**src/rtl/fma16_pkg.sv**
```systemverilog
// fma16_pkg: shared binary16 field widths, special encodings and exception flag bit positions
package fma16_pkg;
  localparam int EXP_W = 5;
  localparam int FRAC_W = 10;
  localparam int BIAS = 15;
  localparam int EXP_MAX = 31;
  localparam logic [15:0] QNAN = 16'h7E00;
  localparam logic [15:0] POS_INF = 16'h7C00;
  localparam int FLG_NV = 3;
  localparam int FLG_OF = 2;
  localparam int FLG_UF = 1;
  localparam int FLG_NX = 0;
endpackage

```
**src/rtl/fma16_pack_logic.sv**
```systemverilog
// fma16_pack_logic: combinational binary16 packing of rounded sign/exp/frac plus special tags into result and {nv,of,uf,nx} flags
module fma16_pack_logic
  import fma16_pkg::*;
#(
  parameter logic [15:0] NAN_VAL = QNAN
) (
  input  logic        in_sign,
  input  logic [6:0]  in_exp,
  input  logic [9:0]  in_frac,
  input  logic        in_inexact,
  input  logic        in_is_nan,
  input  logic        in_is_inf,
  input  logic        in_is_zero,
  input  logic        in_invalid,
  output logic [15:0] result,
  output logic [3:0]  flags
);
  logic special, ovf, unf;
  assign special = in_invalid | in_is_nan | in_is_inf | in_is_zero;
  assign ovf = $signed(in_exp) >= $signed(7'(EXP_MAX));
  assign unf = $signed(in_exp) <= $signed(7'd0);
  assign result = (in_invalid | in_is_nan) ? NAN_VAL :
                  (in_is_inf | (!in_is_zero & ovf)) ? {in_sign, POS_INF[14:0]} :
                  (in_is_zero | unf) ? {in_sign, 15'h0} :
                  {in_sign, in_exp[EXP_W-1:0], in_frac};
  always_comb begin
    flags = '0;
    flags[FLG_NV] = in_invalid;
    flags[FLG_OF] = !special & ovf;
    flags[FLG_UF] = !special & !ovf & unf;
    flags[FLG_NX] = !special & (ovf | unf | in_inexact);
  end
endmodule

```
**src/rtl/fma16_result_pack.sv**
```systemverilog
// fma16_result_pack: packs rounded fma16 results to binary16+flags, queues DEPTH entries behind valid/ready, accumulates sticky flags
module fma16_result_pack #(
  parameter int DEPTH = 2,
  parameter logic [15:0] QNAN = 16'h7E00
) (
  input  logic        clk,
  input  logic        reset,
  input  logic        in_valid,
  output logic        in_ready,
  input  logic        in_sign,
  input  logic [6:0]  in_exp,
  input  logic [9:0]  in_frac,
  input  logic        in_inexact,
  input  logic        in_is_nan,
  input  logic        in_is_inf,
  input  logic        in_is_zero,
  input  logic        in_invalid,
  output logic        out_valid,
  input  logic        out_ready,
  output logic [15:0] out_result,
  output logic [3:0]  out_flags,
  input  logic        flags_clr,
  output logic [3:0]  sticky_flags
);
  localparam int PW = $clog2(DEPTH);
  localparam int CW = $clog2(DEPTH + 1);
  localparam logic [CW-1:0] FULL = CW'(DEPTH);
  localparam logic [PW-1:0] LAST = PW'(DEPTH - 1);
  logic [15:0] res_q [DEPTH];
  logic [15:0] res_d [DEPTH];
  logic [3:0] flg_q [DEPTH];
  logic [3:0] flg_d [DEPTH];
  logic [PW-1:0] wr_q, wr_d, rd_q, rd_d;
  logic [CW-1:0] cnt_q, cnt_d;
  logic [3:0] sticky_q, sticky_d;
  logic [15:0] pack_result;
  logic [3:0] pack_flags;
  logic push, pop;
  fma16_pack_logic #(.NAN_VAL(QNAN)) u_pack (
    .in_sign(in_sign),
    .in_exp(in_exp),
    .in_frac(in_frac),
    .in_inexact(in_inexact),
    .in_is_nan(in_is_nan),
    .in_is_inf(in_is_inf),
    .in_is_zero(in_is_zero),
    .in_invalid(in_invalid),
    .result(pack_result),
    .flags(pack_flags)
  );
  assign in_ready = cnt_q < FULL;
  assign out_valid = cnt_q != '0;
  assign push = in_valid & in_ready;
  assign pop = out_valid & out_ready;
  assign out_result = out_valid ? res_q[rd_q] : '0;
  assign out_flags = out_valid ? flg_q[rd_q] : '0;
  assign sticky_flags = sticky_q;
  always_comb begin
    res_d = res_q;
    flg_d = flg_q;
    if (push) begin
      res_d[wr_q] = pack_result;
      flg_d[wr_q] = pack_flags;
    end
    wr_d = push ? (wr_q == LAST ? '0 : wr_q + 1'b1) : wr_q;
    rd_d = pop ? (rd_q == LAST ? '0 : rd_q + 1'b1) : rd_q;
    cnt_d = cnt_q + CW'(push) - CW'(pop);
    sticky_d = (flags_clr ? 4'h0 : sticky_q) | (push ? pack_flags : 4'h0);
  end
  always_ff @(posedge clk) begin
    if (reset) begin
      res_q <= '{default: '0};
      flg_q <= '{default: '0};
      wr_q <= '0;
      rd_q <= '0;
      cnt_q <= '0;
      sticky_q <= '0;
    end else begin
      res_q <= res_d;
      flg_q <= flg_d;
      wr_q <= wr_d;
      rd_q <= rd_d;
      cnt_q <= cnt_d;
      sticky_q <= sticky_d;
    end
  end
endmodule

```
**config.mk**
```make
export PLATFORM = sky130hd
export DESIGN_NAME = fma16_result_pack
export DESIGN_NICKNAME = d
export VERILOG_FILES = /design/src/rtl/fma16_pkg.sv /design/src/rtl/fma16_pack_logic.sv /design/src/rtl/fma16_result_pack.sv
export SDC_FILE = /design/constraint.sdc
export NUM_CORES = 1
export LEC_CHECK = 0
export BUFFER_PORTS_ARGS = -buffer_cell sky130_fd_sc_hd__buf_4
export CORE_MARGIN = 2
export CORE_UTILIZATION = 53
export CTS_BUF_LIST = sky130_fd_sc_hd__clkbuf_8 sky130_fd_sc_hd__clkbuf_16
export DETAILED_ROUTE_END_ITERATION = 10
export PLACE_DENSITY = 0.79
export SKIP_CTS_REPAIR_TIMING = 1
export SYNTH_ARGS = -nofsm -noshare
export SYNTH_HDL_FRONTEND = slang
export SYNTH_SLANG_ARGS = --single-unit
```
**constraint.sdc**
```tcl
create_clock -name clk -period 2.9 [get_ports clk]
set_input_delay 0.87 -clock clk [delete_from_list [all_inputs] [get_ports clk]]
set_output_delay 0.87 -clock clk [all_outputs]
set_load 0.1 [all_outputs]
```
**After elaboration in Yosys (flattened, before gate mapping)**

Index checks and enable logic that the tools add are counted.

- Bits in registers: 48
- Input port bits: 28
- Output and inout bits: 26
- Logic and storage cells: 61

- Add/subtract/negate cells: 4
- Order comparisons: 6
- Muxes and demuxes: 21
- Bitwise operators: 17
- Reduce and logical (&&, ||, !) cells: 5

Operator list:

| kind | number |
|---|---|
| $mux W16 | 6 |
| $bwmux W32 | 1 |
| $mux W15 | 2 |
| $mux W4 | 7 |
| $demux W16 S1 | 1 |
| $bwmux W8 | 1 |
| $and A1 B1 Y1 | 7 |
| $ge A7 B6 Y1 const B | 1 |
| $le A7 B1 Y1 const B | 1 |
| $or A1 B1 Y1 | 7 |
| $demux W4 S1 | 1 |
| $ge A2 B2 Y1 const B | 2 |
| $not A1 Y2 | 2 |
| $or A4 B4 Y4 | 1 |
| $logic_not A1 Y1 | 3 |
| $add A1 B1 Y1 const B | 2 |
| $add A2 B1 Y2 | 1 |
| $lt A2 B1 Y1 const B | 1 |
| $lt A2 B2 Y1 const B | 1 |
| $mux W1 | 2 |
| $reduce_bool A2 Y1 | 1 |
| $sub A2 B1 Y2 | 1 |
| $logic_and A1 B1 Y1 | 1 |

**Depth between registers and ports, before layout**

Gate-level depths: netlist (run 1).

- Word-level depth: 8
- Gate-level depth with buffers: 8
- Mapped depth without buffers: 8

**By module**

From an unflattened synthesis (run 1), not the netlist that was laid out.

- Cells, all modules: 285
- Area total of the unflattened synthesis: 2337.2 µm²

Modules (own cells, without submodules):

| module | times used | cells an instance | area an instance (µm²) | seq. area each (µm²) |
|---|---|---|---|---|
| fma16_result_pack | 1 | 239 | 2067.0 | 960.9 |
| fma16_pack_logic | 1 | 46 | 270.3 | 0.0 |

**Least setup slack after synthesis (run 1)**

No wires, ideal clock.

- Kind: register -> output
- Start: reg rd_q
- End: out out_result[0]
- Arrival time: 2.291 ns
- Required time: 2.030 ns
- Slack: -0.261 ns
- Stages on the path, launching flop included: 5
- Path buffers: 2
- Cells stage by stage: dfxtp_1 -> clkbuf_1 -> buf_1 -> mux2i_1 -> nor2_1

- Cells in the longest elaborated chain, start to end: 5

Ends and longest elaborated chain:

| element | line | RTL |
|---|---|---|
| start: declaration | fma16_result_pack.sv:33 | `logic [PW-1:0] wr_q, wr_d, rd_q, rd_d;` |
| start signal: assignment | fma16_result_pack.sv:82 | `rd_q <= rd_d;` |
| $not A1 Y2 (implied by the code) | fma16_result_pack.sv:55 | `assign out_result = out_valid ? res_q[rd_q] : '0;` |
| $mux W16 (implied by the code) (3 in a row) | fma16_result_pack.sv:55 |  |
| $mux W16 | fma16_result_pack.sv:55 |  |
| end: declaration | fma16_result_pack.sv:20 | `output logic [15:0] out_result,` |

No other way between the ends. The select of a mux whose other input is x is not followed.

**Worst setup path after layout (run 1)**

- Start: reg rd_q
- End: out out_flags[1]

- Cells in the longest elaborated chain, start to end: 5

Ends and longest elaborated chain:

| element | line | RTL |
|---|---|---|
| $not A1 Y2 (implied by the code) | fma16_result_pack.sv:56 | `assign out_flags = out_valid ? flg_q[rd_q] : '0;` |
| $mux W4 (implied by the code) (3 in a row) | fma16_result_pack.sv:56 |  |
| $mux W4 | fma16_result_pack.sv:56 |  |
| end: declaration | fma16_result_pack.sv:21 | `output logic [3:0] out_flags,` |

No other way between the ends. The select of a mux whose other input is x is not followed.

==> key figures, run 1 <==
Detailed routing
  – Total number of vias: 1940
  – Metal-1 WL: 2330 um
  – WL met2: 2650 um
  – Vias per cell: 5.66
  – Drt first pass iters: 4
  – Top sig layer: met4
  – Final WL: 5400 um
  – Iter 0 DRT Violations: 114
  – DR WL/cell: 15.8 um
  – WL met3: 352 um
  – Drc violations: 0
  – Final ANT Viol Nets: 0

Synthesis
  – Mean Syn Cell Area: 9.13 um2
  – Syn_nets: 272
  – Mapped Cells: 242
  – Ys flop type: dfxtp_1
  – Library cells used by synthesis: 35
  – Register area share after synthesis: 43.5%
  – Async S/R FF share, synth: 0%
  – Post-synth EDFFs: 0
  – Syn. warnings: 0
  – #FFs+latches synth: 48
  – Synth Cell Area: 2210 um2

Critical path
  – Worst Path Arrival: 1550 ps
  – Buffers and inverters on the worst path: 2
  – Worst path depth: 4
  – CP cell instances: buf_4 -> mux2i_1 -> nor2_2 -> buf_4
  – CP Launch Type: flop
  – Top delay family on crit path: buffers and inverters
  – CP max-delay cell: buf_4
  – Most frequent CP cell: buf_4
  – Worst Setup End Kind: primary output
  – Slowest cell delay on critical path: 350 ps
  – R2R depth: 8
  – Worst Path Required: 2030 ps
  – CP Class: flop to primary output
  – Worst Path Max Fanout: 21

Cells and area
  – Final net count: 323
  – Most common cell after layout, fill and taps aside: buf_4
  – Final core utilization: 70.9%
  – Most frequent cells in the layout: 61 x buf_4, 48 x dfxtp_1, 22 x nand3b_1, 20 x nor2_2, 20 x mux2i_1
  – Area Growth Syn to Fin: 28.4%
  – Ant diodes: 0
  – Layout cells sized above 1: 35.5%
  – Finished Cell Area: 2840 um2

Placed design
  – DP Wirelength: 3630 um
  – Placed Instance Area: 2710 um2
  – Placer Congestion: 0.804
  – I/O Buffers: 53
  – Pre-CTS worst setup slack: 246 ps

Clocking
  – Clock insertion delay at the later pin of the skew report: 310 ps
  – CTS Buf Count: 5
  – CTS max path bufs: 2
  – CTS tree: built
  – H-tree depth reported by CTS: 2
  – Clock transition at path regs: 90 ps
  – Clock net sink count: 48
  – Root Driver: clkbuf_8

Worst hold path
  – WHS Path Cells: 2
  – Worst min path class: flop to flop

STA
  – Fmax achieved: 414 MHz
  – Clk_skew: 5.13 ps
  – Final WS setup: 483 ps
  – Slew Limit Fails: 0
  – Slew HR: 50.8%
  – Setup TNS: 0 ps
  – Hold Vio Cnt, Final: 0
  – Min Tclk post-route: 2420 ps
  – Fin crit share: 83.4%
  – RSZ-0062 raised after global routing: false
  – Actual slew at the worst max-slew pin: 738 ps
  – Final setup viols: 0

Power and ir drop
  – P per Cell Area: 768 nW/um2
  – P_leak: 1.11 nW
  – Worst vdd ir: 0.572 mV

Floorplan
  – DIE AREA: 4700 um2
  – Die W: 68.6 um
  – CORE AREA: 4000 um2
  – Starting Density: 55.2%
  – Num rows: 23
  – Ports: 54
  – Die H: 68.6 um

Global route
  – GRT Total Usage: 25.5%
  – Wire length of the first global-routing pass: 8800 um
  – Grt total ovfl: 0
  – Vias in the first global route: 1880
  – Initial antenna violation count: 0
  – Largest net degree at the start of global routing: 42

Job
  – Max-cap viol count: 0

Status
  – Outcome: finished, final reports clean
## per-layer routing
layer / up-vias / GRT usage [%]
li1: 961 / -
met1: 910 / 32.7
met2: 61 / 42.7
met3: 8 / 4.38
met4: 0 / 9.75
met5: - / 0
## registers in the layout (all words and copies together) (netlist names)
name and cells:
cnt_q 2, flg_q 8, rd_q 1, res_q 32
sticky_flags 4, wr_q 1
## power by group
part           switching (mW)  internal [mW]
clock network           0.224          0.339
registers              0.0297          0.711
logic                   0.624          0.249
## per-stage QoR
step	hold slack, ps	std cells	total power [mW]
5_1_grt	488	343	2.27
3_3_place_gp	434	336	1.62
6_report	462	343	2.18
2_1_floorplan	425	242	1.41
4_1_cts	459	343	2.18
3_5_place_dp	447	336	1.63
## cell families (layout without fill, tap and decap cells)
family | after synthesis | after routing | share of synthesized area, %
AOI/OAI and AO/OA | 56 | 56 | 19.0
xor gates and xnor gates | 3 | 3 | 1.19
adders and majority gates | 2 | 2 | 1.13
buffers and inverters | 23 | 74 | 4.31
DFF | 48 | 48 | 43.5
muxes | 20 | 20 | 9.07
and+or+nand+nor | 90 | 90 | 21.8
## worst reg2reg max path: cells and delay by family, from the launching register on
kind	cells	cell delay, ps
xor+xnor	2	310
fa+ha+maj	2	500
buf+inv	2	230
flops	1	340
simple gates	2	350
## layout make-up
class                      count  area, um2
clock buffer                   5       68.8
multi-input combinational    171       1200
clock inverter                 2       60.1
inverter                       6       22.5
timing repair buffer          61        458
tap                           50       62.6
fill                         339       1160
sequential                    48        961
## final timing paths
check / slack (ps) / end / start
max: 480 / out_flags[1] / rd_q
min: 460 / res_q[31] / res_q[31]
max reg2reg: 1050 / cnt_q[1] / cnt_q[1]
min reg2reg: 460 / res_q[31] / res_q[31]
## cell usage after synthesis, types with 2 or more instances
cell type	instances	area, um2
a211oi_1	5	37.5
a21oi_1	12	60.1
a22o_1	3	26.3
a32o_1	12	120
buf_1	2	7.51
clkbuf_1	13	48.8
dfxtp_1	48	961
ha_1	2	25.0
inv_1	6	22.5
mux2i_1	20	200
nand2_1	14	52.6
nand3_1	2	10.0
nand3b_1	22	165
nor2_1	37	139
nor2b_1	4	25.0
nor3b_1	2	15.0
o21ai_0	8	40.0
o21ai_2	9	78.8
o31ai_1	2	15.0
or3_4	2	22.5
xnor2_1	3	26.3
(Power assumes the default switching activity.)
==> run 2: changes to the inputs <==
--- a/config.mk
+++ b/config.mk
@@ -7,10 +7,10 @@
 export LEC_CHECK = 0
 export BUFFER_PORTS_ARGS = -buffer_cell sky130_fd_sc_hd__buf_4
 export CORE_MARGIN = 2
-export CORE_UTILIZATION = 53
+export CORE_UTILIZATION = 47
 export CTS_BUF_LIST = sky130_fd_sc_hd__clkbuf_8 sky130_fd_sc_hd__clkbuf_16
 export DETAILED_ROUTE_END_ITERATION = 10
-export PLACE_DENSITY = 0.79
+export PLACE_DENSITY = 0.74
 export SKIP_CTS_REPAIR_TIMING = 1
 export SYNTH_ARGS = -nofsm -noshare
 export SYNTH_HDL_FRONTEND = slang
==> constraint.sdc (replaced) <==
create_clock -name clk -period 2 [get_ports clk]
set_input_delay 0.6 -clock clk [delete_from_list [all_inputs] [get_ports clk]]
set_output_delay 0.6 -clock clk [all_outputs]
set_load 0.1 [all_outputs]
==> run 2 against run 1 <==
Compared with the run above:
- the run now ends with negative setup slack left
- via count rose by 7.9%
- count of clock-buffer cells in the layout up 1
- final area increased by 22%
- combinational power increased by 110%
- worst hold slack improved by 14 ps
- clock power is 2% higher
- die area increased by 12%
- global-route usage shrank 2.7 points
- critical path depth unchanged
- flip-flop and latch count unchanged
- sequential power grew 51%
- critical path type unchanged
- critical endpoint is now out_result[14]
- largest cell class unchanged
==> key figures, run 2 (synthesis gave the netlist of run 1 again) <==
Global route
  – Vias in the first global route: 1966
  – Wire length of the first global-routing pass: 9470 um
  – GRT Total Usage: 22.8%
  – Largest net degree at the start of global routing: 22
  – Initial antenna violation count: 0
  – Grt total ovfl: 0

Cells and area
  – Most common cell after layout, fill and taps aside: buf_4
  – Ant diodes: 0
  – Most frequent cells in the layout: 58 x buf_4, 47 x dfxtp_1, 22 x nand3b_1, 20 x nor2_4, 16 x nor2_1
  – Fillers: 311
  – Largest Register: res_q
  – Final net count: 342
  – Number of flip-flops in the largest register: 32
  – Layout cells sized above 1: 46.0%
  – Area Growth Syn to Fin: 56.9%
  – Final core utilization: 78.0%

Critical path
  – Slowest cell delay on critical path: 420 ps
  – R2r endpoint: cnt_q[1]
  – CP cell instances: buf_12 -> mux2i_2 -> nor2_4 -> buf_4
  – CP Launch Type: flop
  – Worst Path Required: 1400 ps
  – Crit path from: rd_q
  – CP max-delay cell: dfxtp_4
  – Worst Path Arrival: 1410 ps
  – R2R depth: 8
  – Flop-to-flop setup slack: 370 ps
  – Buffers and inverters on the worst path: 2
  – Top delay family on crit path: flip-flops
  – Critical Path End: out_result[14]
  – CP Class: flop to primary output
  – Worst path depth: 4
  – Worst Setup End Kind: primary output
  – Worst Path Max Fanout: 5
  – Reg-to-reg startpoint: cnt_q[1]

Floorplan
  – Die W: 72.5 um
  – Ports: 54
  – Die H: 72.5 um
  – Num rows: 24
  – Starting Density: 49.7%
  – CORE AREA: 4440 um2
  – DIE AREA: 5260 um2

Detailed routing
  – DR WL/cell: 17.2 um
  – Vias per cell: 5.74
  – Final ANT Viol Nets: 0
  – Drc violations: 0
  – Total number of vias: 2094
  – Drt first pass iters: 4
  – Iter 0 DRT Violations: 177
  – Final WL: 6270 um

STA
  – Fmax achieved: 497 MHz
  – Fin crit share: 101%
  – Final WS setup: -11.8 ps
  – RSZ-0062 raised after global routing: true
  – Hold Vio Cnt, Final: 0
  – Slew Limit Fails: 0
  – Clk_skew: 7.09 ps
  – Actual slew at the worst max-slew pin: 452 ps
  – Slew HR: 69.8%
  – Final setup viols: 4
  – Min Tclk post-route: 2010 ps

Clocking
  – H-tree depth reported by CTS: 2
  – Root Driver: clkbuf_8
  – CTS max path bufs: 2
  – Clock insertion delay at the later pin of the skew report: 300 ps
  – Clock transition at path regs: 80 ps
  – CTS Buf Count: 5
  – CTS tree: built
  – Clock net sink count: 48

Placed design
  – I/O Buffers: 53
  – Placer Congestion: 0.893
  – Pre-CTS worst setup slack: -305 ps
  – DP Wirelength: 3980 um

Worst hold path
  – Worst min path class: flop to flop

Power and ir drop
  – Tot Pwr: 3.49 mW
  – P per Cell Area: 1010 nW/um2
  – P_leak: 1.27 nW
  – Worst vdd ir: 0.925 mV

Job
  – Max-cap viol count: 0

Status
  – Violated checks: negative setup slack
  – Outcome: complete, but fails checks
[run 2: changes by cell type in the layout (fill, tap and decap cells not counted), sizes merged]
cell	delta
buf	+17
bufinv	-2
inv	+2
clkbuf	+3
[run 2: per-layer routing]
layer	GRT usage, %	up-vias	wire length, um
met5	0	-	0
met1	30.8	1007	2640
met2	37.1	63	3270
met3	4.31	10	250
met4	6.79	0	106
li1	-	1014	-
[run 2: through the flow]
step	cell area (um2)	TNS [ps]	std cells	hold slack (ps)
after floorplan	2360	-64.3	242	425
after global placement	2940	-4290	354	435
after detailed placement	2940	-4480	354	445
after CTS	3030	-1560	362	457
after global routing	3470	-397	365	495
final	3470	-23.1	365	476
[run 2: report_power, final]
| group | switching, mW | total [mW] | internal [mW] |
|---|---|---|---|
| Clock | 0.305 | 0.577 | 0.272 |
| Sequential | 0.0845 | 1.12 | 1.04 |
| Combinational | 1.11 | 1.79 | 0.678 |
[run 2: cell type report]
class / count / area [um2] / area share [%]
clock buffers: 6 / 82.6 / 2.38
clock inverters: 2 / 7.51 / 0.217
inverters: 6 / 22.5 / 0.650
multi-input cells: 171 / 1520 / 43.8
flip-flops and latches: 48 / 965 / 27.8
well taps: 52 / 65.1 / 1.88
repair buffers: 80 / 806 / 23.2
[run 2: worst min-delay path by stage]
stage	start	endpoint	slack, ps	depth (start not counted)
after floorplan	flg_q[0]	flg_q[0]	420	2
after global placement	res_q[14]	res_q[14]	440	2
after detailed placement	res_q[12]	res_q[12]	440	2
after CTS	flg_q[7]	flg_q[7]	460	2
after global routing	flg_q[7]	flg_q[7]	490	2
final	flg_q[7]	flg_q[7]	480	2
[run 2: worst register-to-register path: stages, from the launching register on]
cell and delay, ps:
dfxtp_1 420, nor2_4 80, nor2b_1 200, ha_1 270, inv_1 70, ha_1 160
xnor2_1 130, xnor2_1 140, nor2_1 50
